--- config.mk ---
export PLATFORM = sky130hd
export DESIGN_NAME = friscv_dispenser_n
export DESIGN_NICKNAME = d
export VERILOG_FILES = /design/src/rtl/friscv_pkg.sv /design/src/rtl/friscv_contador.sv /design/src/rtl/friscv_dispenser_n.sv
export SDC_FILE = /design/constraint.sdc
export NUM_CORES = 1
export LEC_CHECK = 0
export ABC_AREA = 0
export BUFFER_PORTS_ARGS = -buffer_cell sky130_fd_sc_hd__buf_4
export CORE_UTILIZATION = 64
export DETAILED_ROUTE_END_ITERATION = 12
export PLACE_DENSITY_LB_ADDON = 0.08
export SKIP_CTS_REPAIR_TIMING = 1
export SLEW_MARGIN = 40
export SYNTH_ARGS = -nofsm -noshare
export SYNTH_HDL_FRONTEND = slang
export SYNTH_SLANG_ARGS = --single-unit
--- constraint.sdc ---
create_clock -name clock -period 4.7 [get_ports clock]
set_clock_uncertainty 0.15 [all_clocks]
set_input_delay 0.235 -clock clock [delete_from_list [all_inputs] [get_ports clock]]
set_output_delay 0.235 -clock clock [all_outputs]
set_load 0.1 [all_outputs]
--- src/rtl/friscv_pkg.sv ---
// Shared definitions for the juice dispenser: controller state codes and pour modes.
package friscv_pkg;

  localparam int unsigned ESTADO_W   = 4;
  localparam int unsigned MODE_TIMED = 0;
  localparam int unsigned MODE_LEVEL = 1;

  typedef enum logic [ESTADO_W-1:0] {
    OCIOSO        = 4'd0,
    ESPERA        = 4'd1,
    MEDE_COPO     = 4'd2,
    AGUARDA_COPO  = 4'd3,
    ENCHE         = 4'd4,
    MEDE_NIVEL    = 4'd5,
    AGUARDA_NIVEL = 4'd6,
    FIM           = 4'd7,
    ERRO          = 4'd8
  } estado_t;

endpackage

--- src/rtl/friscv_contador.sv ---
// Saturating up-counter with synchronous clear; fim flags the LIMIT-th counted cycle.
module friscv_contador #(
  parameter int unsigned LIMIT = 10,
  parameter int unsigned WIDTH = $clog2(LIMIT + 1)
) (
  input  logic clock,
  input  logic reset,
  input  logic clear,
  input  logic enable,
  output logic fim
);

  logic [WIDTH-1:0] q;

  always_ff @(posedge clock) begin
    if (!reset || clear) begin
      q <= '0;
    end else if (enable && (q != WIDTH'(LIMIT))) begin
      q <= q + WIDTH'(1);
    end
  end

  // High during the cycle in which the LIMIT-th enabled cycle is being spent
  assign fim = (q >= WIDTH'(LIMIT - 1));

endmodule

--- src/rtl/friscv_dispenser_n.sv ---
// N-channel juice dispenser controller: cup check, timed or level-stop pour, fault latch.
module friscv_dispenser_n
  import friscv_pkg::*;
#(
  parameter int unsigned N_CH         = 2,
  parameter int unsigned DIST_W       = 9,
  parameter int unsigned MODE         = 0,
  parameter int unsigned CUP_MAX_CM   = 10,
  parameter int unsigned FILL_CM      = 4,
  parameter int unsigned POUR_CYCLES  = 100000,
  parameter int unsigned MEAS_PERIOD  = 5000,
  parameter int unsigned MEAS_TIMEOUT = 2000000
) (
  input  logic              clock,
  input  logic              reset,
  input  logic              liga,
  input  logic [N_CH-1:0]   liga_suco,
  input  logic              medida_pronto,
  input  logic [DIST_W-1:0] medida,
  output logic              medir,
  output logic [N_CH-1:0]   ativa_bomba,
  output logic              pronto,
  output logic              erro,
  output logic [3:0]        db_estado
);

  localparam int unsigned SEL_W = (N_CH > 1) ? $clog2(N_CH) : 1;

  estado_t           state, state_next;
  logic [SEL_W-1:0]  sel, sel_next;
  logic [N_CH-1:0]   liga_suco_q, rise;
  logic              edge_found;
  logic [SEL_W-1:0]  edge_idx;
  logic              pump_on, pour_fim, per_fim, to_fim;
  logic              cup_ok, full;
  logic              medir_d, pronto_d, erro_d;
  logic [N_CH-1:0]   bomba_d;

  assign rise    = liga_suco & ~liga_suco_q;
  assign cup_ok  = (medida <= DIST_W'(CUP_MAX_CM));
  assign full    = (medida <= DIST_W'(FILL_CM));
  assign pump_on = (state == ENCHE) || (state == MEDE_NIVEL) || (state == AGUARDA_NIVEL);

  // Pour time spans the whole pour; period and timeout restart on each state entry
  friscv_contador #(.LIMIT(POUR_CYCLES)) u_pour (
    .clock(clock), .reset(reset), .clear(!pump_on), .enable(pump_on), .fim(pour_fim)
  );
  friscv_contador #(.LIMIT(MEAS_PERIOD)) u_period (
    .clock(clock), .reset(reset), .clear(state != ENCHE), .enable(state == ENCHE), .fim(per_fim)
  );
  friscv_contador #(.LIMIT(MEAS_TIMEOUT)) u_timeout (
    .clock(clock), .reset(reset),
    .clear((state != AGUARDA_COPO) && (state != AGUARDA_NIVEL)),
    .enable((state == AGUARDA_COPO) || (state == AGUARDA_NIVEL)),
    .fim(to_fim)
  );

  // Lowest-index rising edge wins
  always_comb begin
    edge_found = 1'b0;
    edge_idx   = '0;
    for (int i = int'(N_CH) - 1; i >= 0; i--) begin
      if (rise[i]) begin
        edge_found = 1'b1;
        edge_idx   = SEL_W'(i);
      end
    end
  end

  always_ff @(posedge clock) begin
    if (!reset) begin
      state       <= OCIOSO;
      sel         <= '0;
      liga_suco_q <= '0;
    end else begin
      state       <= state_next;
      sel         <= sel_next;
      liga_suco_q <= liga_suco;
    end
  end

  always_comb begin
    state_next = state;
    sel_next   = sel;
    if (!liga) begin
      state_next = OCIOSO;
    end else begin
      case (state)
        OCIOSO:       state_next = ESPERA;
        ESPERA: begin
          if (edge_found) begin
            sel_next   = edge_idx;
            state_next = MEDE_COPO;
          end
        end
        MEDE_COPO:    state_next = AGUARDA_COPO;
        AGUARDA_COPO: begin
          if (medida_pronto)  state_next = cup_ok ? ENCHE : ERRO;
          else if (to_fim)    state_next = ERRO;
        end
        ENCHE: begin
          if (pour_fim)                          state_next = (MODE == MODE_LEVEL) ? ERRO : FIM;
          else if ((MODE == MODE_LEVEL) && per_fim) state_next = MEDE_NIVEL;
        end
        MEDE_NIVEL:   state_next = pour_fim ? ERRO : AGUARDA_NIVEL;
        AGUARDA_NIVEL: begin
          if (medida_pronto && full)      state_next = FIM;
          else if (pour_fim || to_fim)    state_next = ERRO;
          else if (medida_pronto)         state_next = ENCHE;
        end
        FIM:          state_next = ESPERA;
        ERRO:         state_next = ERRO;
        default:      state_next = OCIOSO;
      endcase
    end
  end

  // Outputs decoded from the next state so they register in step with it
  always_comb begin
    medir_d  = (state_next == MEDE_COPO) || (state_next == MEDE_NIVEL);
    pronto_d = (state_next == FIM);
    erro_d   = (state_next == ERRO);
    bomba_d  = '0;
    if ((state_next == ENCHE) || (state_next == MEDE_NIVEL) || (state_next == AGUARDA_NIVEL)) begin
      bomba_d = N_CH'(1) << sel_next;
    end
  end

  always_ff @(posedge clock) begin
    if (!reset) begin
      medir       <= 1'b0;
      pronto      <= 1'b0;
      erro        <= 1'b0;
      ativa_bomba <= '0;
      db_estado   <= '0;
    end else begin
      medir       <= medir_d;
      pronto      <= pronto_d;
      erro        <= erro_d;
      ativa_bomba <= bomba_d;
      db_estado   <= 4'(state_next);
    end
  end

endmodule

* After elaboration in Yosys (flattened, before gate mapping)
Index checks and enable logic that the tools add are counted.
** Cells by class
- Add/subtract/negate cells :: 2
- Multiply operators :: 0
- Divide/modulo/power cells :: 0
- Order comparisons :: 4
- Eq/ne operators :: 18
- Shift-type cells :: 1
- Muxes and demuxes :: 17
- Bitwise gates (word level) :: 2
- Reductions and logical operators :: 18
** Operator list (count)
- $mux 4 :: 10
- $eq 4x3->1 const B :: 8
- $pmux 4 s8 :: 1
- $add 21x1->21 const B :: 1
- $ge 21x21->1 const B :: 1
- $ne 21x21->1 const B :: 1
- $add 17x1->17 const B :: 1
- $ge 17x17->1 const B :: 1
- $ne 17x17->1 const B :: 1
- $eq 4x2->1 const B :: 3
- $le 9x3->1 const B :: 1
- $le 9x4->1 const B :: 1
- $logic_or 1x1->1 :: 9
- $eq 4x4->1 const B :: 2
- $mux 1 :: 6
- $eq 4x1->1 const B :: 1
- $logic_and 1x1->1 :: 4
- $logic_not 4->1 :: 1
- $ne 4x2->1 const B :: 1
- $ne 4x3->1 const B :: 1
- $and 2x2->2 :: 1
- $logic_not 1->1 :: 2
- $not 2->2 :: 1
- $reduce_and 2->1 :: 1
- 2 further kinds :: 2
** Word-level totals
- Register bits :: 50
- Bits in latches :: 0
- Bits in writable memories :: 0
- ROM bits :: 0
- Bits of input ports :: 15
- Word-level logic and storage cells :: 71
- Memories kept :: 0

* Logic depth before layout (Yosys ltp)
- Word-level depth :: 11
- Depth in mapped cells :: 8

* Cells and area by module
Synthesis repeated with hierarchy kept, for this count alone.
** Second synthesis, totals
- Cell total of the unflattened synthesis :: 327
- Area, all modules :: 2780.2 um^2
** By module, submodules not included
- friscv_contador (u_timeout) :: times used 1, cells each 129, area each 1073.5 um^2, seq. area each 420.4 um^2
- friscv_contador (u_pour) :: times used 1, cells each 110, area each 923.4 um^2, seq. area each 340.3 um^2
- friscv_dispenser_n :: times used 1, cells each 88, area each 783.3 um^2, seq. area each 240.2 um^2

* Least setup slack after synthesis
No wires, ideal clock.
- Kind :: register to register
- Start :: reg db_estado[0] (netlist name)
- End :: reg u_timeout.q[17]
- Library setup time :: 0.071 ns
- Arrival :: 2.751 ns
- Data required time :: 4.479 ns
- Path slack :: 1.728 ns
- Stages on the path, launching flop included :: 8
- Buffers on the path :: 1
- Path through :: dfxtp_1 -> buf_2 -> and4bb_1 -> or2_2 -> o21ai_2 -> or4_4 -> or3_1 -> a21oi_1
** RTL lines
- to (signal assigned) :: RTL line friscv_contador.sv:19 : q <= q + WIDTH'(1);
- to (decl) :: RTL line friscv_contador.sv:13 : logic [WIDTH-1:0] q;

==> results.tsv <==
metric	value	unit
fin. max-slew vios	0	
first-pass GRT wire length	9.76	mm
Top FF cell, synth	dfxtp_1	
type of the tightest min-delay check	in -> reg	
setup TNS	0	ps
Leak	0.00103	uW
total core area	4030	um^2
setup violators final	0	
drt drc	0	
fraction of layout cells with a size suffix above 1	13.2	%
Reg2Reg Setup Slack	2190	ps
Post-Layout Cell Count	398	
Post-synth EDFFs	0	
Final Worst Setup Slack	2190	ps
largest net degree at the start of global routing	22	
synthesis-stage register bit count	50	
final WL	6.03	mm
Top-Level Pins	24	
GRT overflow	0	
Synth top area share	37.2	%
worst-margin pin slew	683	ps
cells after synthesis	325	
Setup crit start kind	flop	
Ant. Diodes	0	
most frequent cell after synthesis	dfxtp_1	
Cells after DPL	388	
HPWL after DPL	4.25	mm
Final ANT Viol Nets	0	
Placed Area	2890	um^2
Initial DRC Count	182	
RSZ-0062 raised after global routing	no	
Final period util	53.4	%
post-route design area	3050	um^2
htree depth	2	
Die Ht	66.8	um
number of global-route vias before repair	2217	
Min Clock Period, post-route	2510	ps
Setup WS pre-CTS	2260	ps
dominant cells by area after synthesis	dfxtp_1 37%, nor2_1 6.8%, xnor2_1 5.5%	
Initial Util	66.8	%
Hold Fails Final Rpt	0	
fmax	0.398	GHz
full die area	4470	um^2
CTS Sinks	50	
Hold WS	79.7	ps
gp weighted congestion	0.942	
number of antenna violations at the first check in global routing	0	
Routed WL per cell	15.1	um
Vias/cell	6.11	
Pre-Repair DR Iteration Count	5	
register area share after synthesis	37.2	%
input/output buffers	23	
Max-cap violations	0	
clk slew on worst S/H paths	90	ps
Crit Path Category	reg -> reg	
dominant cell type by area after synthesis	dfxtp_1	
Cell Pwr Density	278	nW/um^2
Clock Latency Late Sink	320	ps
Rel. slew slack	54.3	%
Ys Warns	0	
count of different cell masters after synthesis	59	
Die Wd	66.8	um
outcome	complete, no violations	
CP required	4780	ps
Crit. End Element	flop	
async set-reset flop share out of synthesis	0	%
most frequent cells after synthesis	50 x dfxtp_1, 49 x nor2_1, 26 x nand2_1	
Final #Nets	366	
Clock Tree Buf Depth	2	
Total GRT Usage	29.3	%
clk root buf	clkbuf_8	
Synth Net Count	344	
Synth Area per Inst	8.28	um^2
row count	23	
Synth Cell Area	2690	um^2
CP Data Arrival Time	2600	ps
DR vias	2433	
Fillers	295	
CP Max Fanout	13	
peak supply drop	0.206	mV
Layout Area Growth over Synthesis	13.3	%
CTS buffer count	5	
CTS tree	yes	
per-layer routing:
metal  share of wire [%]  vias to the layer above  track usage (%)  wire, um
li1                    -                     1213                -         -
met1                  45                     1139             36.5      2700
met2                  49                       70             49.0      2940
met3                 4.5                       11             4.62       274
met4                 1.9                        0             13.3       112
met5                   0                        -                0         0
path summary, 6_finish.rpt:
kind	start	to	depth (start not counted)
min	reset	sel$_SDFF_PN0_	2
max	db_estado[1]$_SDFF_PN0_	u_timeout.q[13]$_SDFFE_PP0P_	6
max reg2reg	db_estado[1]$_SDFF_PN0_	u_timeout.q[13]$_SDFFE_PP0P_	6
min reg2reg	u_timeout.q[19]$_SDFFE_PP0P_	u_timeout.q[19]$_SDFFE_PP0P_	2
state kept, by name, indices dropped and copies added, names as in the netlist:
signal       cells
u_timeout.q     21
u_pour.q        17
db_estado        4
ativa_bomba      2
liga_suco_q      2
erro             1
medir            1
pronto           1
sel              1
power by group:
group / switching, uW / internal, uW / total, uW
clock: 150 / 227 / 377
combinational: 23.6 / 18.4 / 41.9
sequential: 2.55 / 425 / 428
cell type report:
type	count	area, um^2	share of cell area (%)
repair buffers	25	193	6.32
clock inverters	2	60.1	1.97
well taps	50	62.6	2.05
multi-input cells	252	1600	52.5
flip-flops and latches	50	1000	32.8
inverters	13	48.8	1.60
clock buffers	6	82.6	2.71
critical path, stage by stage, from the launching register on:
cell and delay (ps):
dfxtp_1 560, and4bb_1 340, or2_2 200, o21ai_2 120
or4_4 580, or3_1 340, a21oi_1 140
cell families after synthesis:
| kind of cell | Yosys count | synth area share [%] |
|---|---|---|
| buf+inv | 23 | 3.30 |
| xor+xnor | 27 | 8.79 |
| mux | 3 | 1.12 |
| compound gates | 57 | 16.3 |
| fa+ha+maj | 4 | 1.86 |
| flops | 50 | 37.2 |
| simple gates | 161 | 31.5 |
layout by cell type, fill, tap and decap left out, types with 7 or more instances in the layout:
cell type	n
dfxtp_1	50
nor2_1	49
nand2_1	26
buf_4	23
xnor2_1	17
nand3_1	17
a21oi_1	14
inv_1	13
nor3_1	10
xor2_1	10
nand4_1	8
o21ai_0	8
or3_1	8
nor4_1	7
metrics by stage:
step,power [uW],util [%]
after global routing,864,75.7
final,846,75.7
after floorplan,461,-
after CTS,845,75.2
after global placement,477,71.6
after detailed placement,478,71.6
Note: power is estimated with default switching activity, not from simulation.
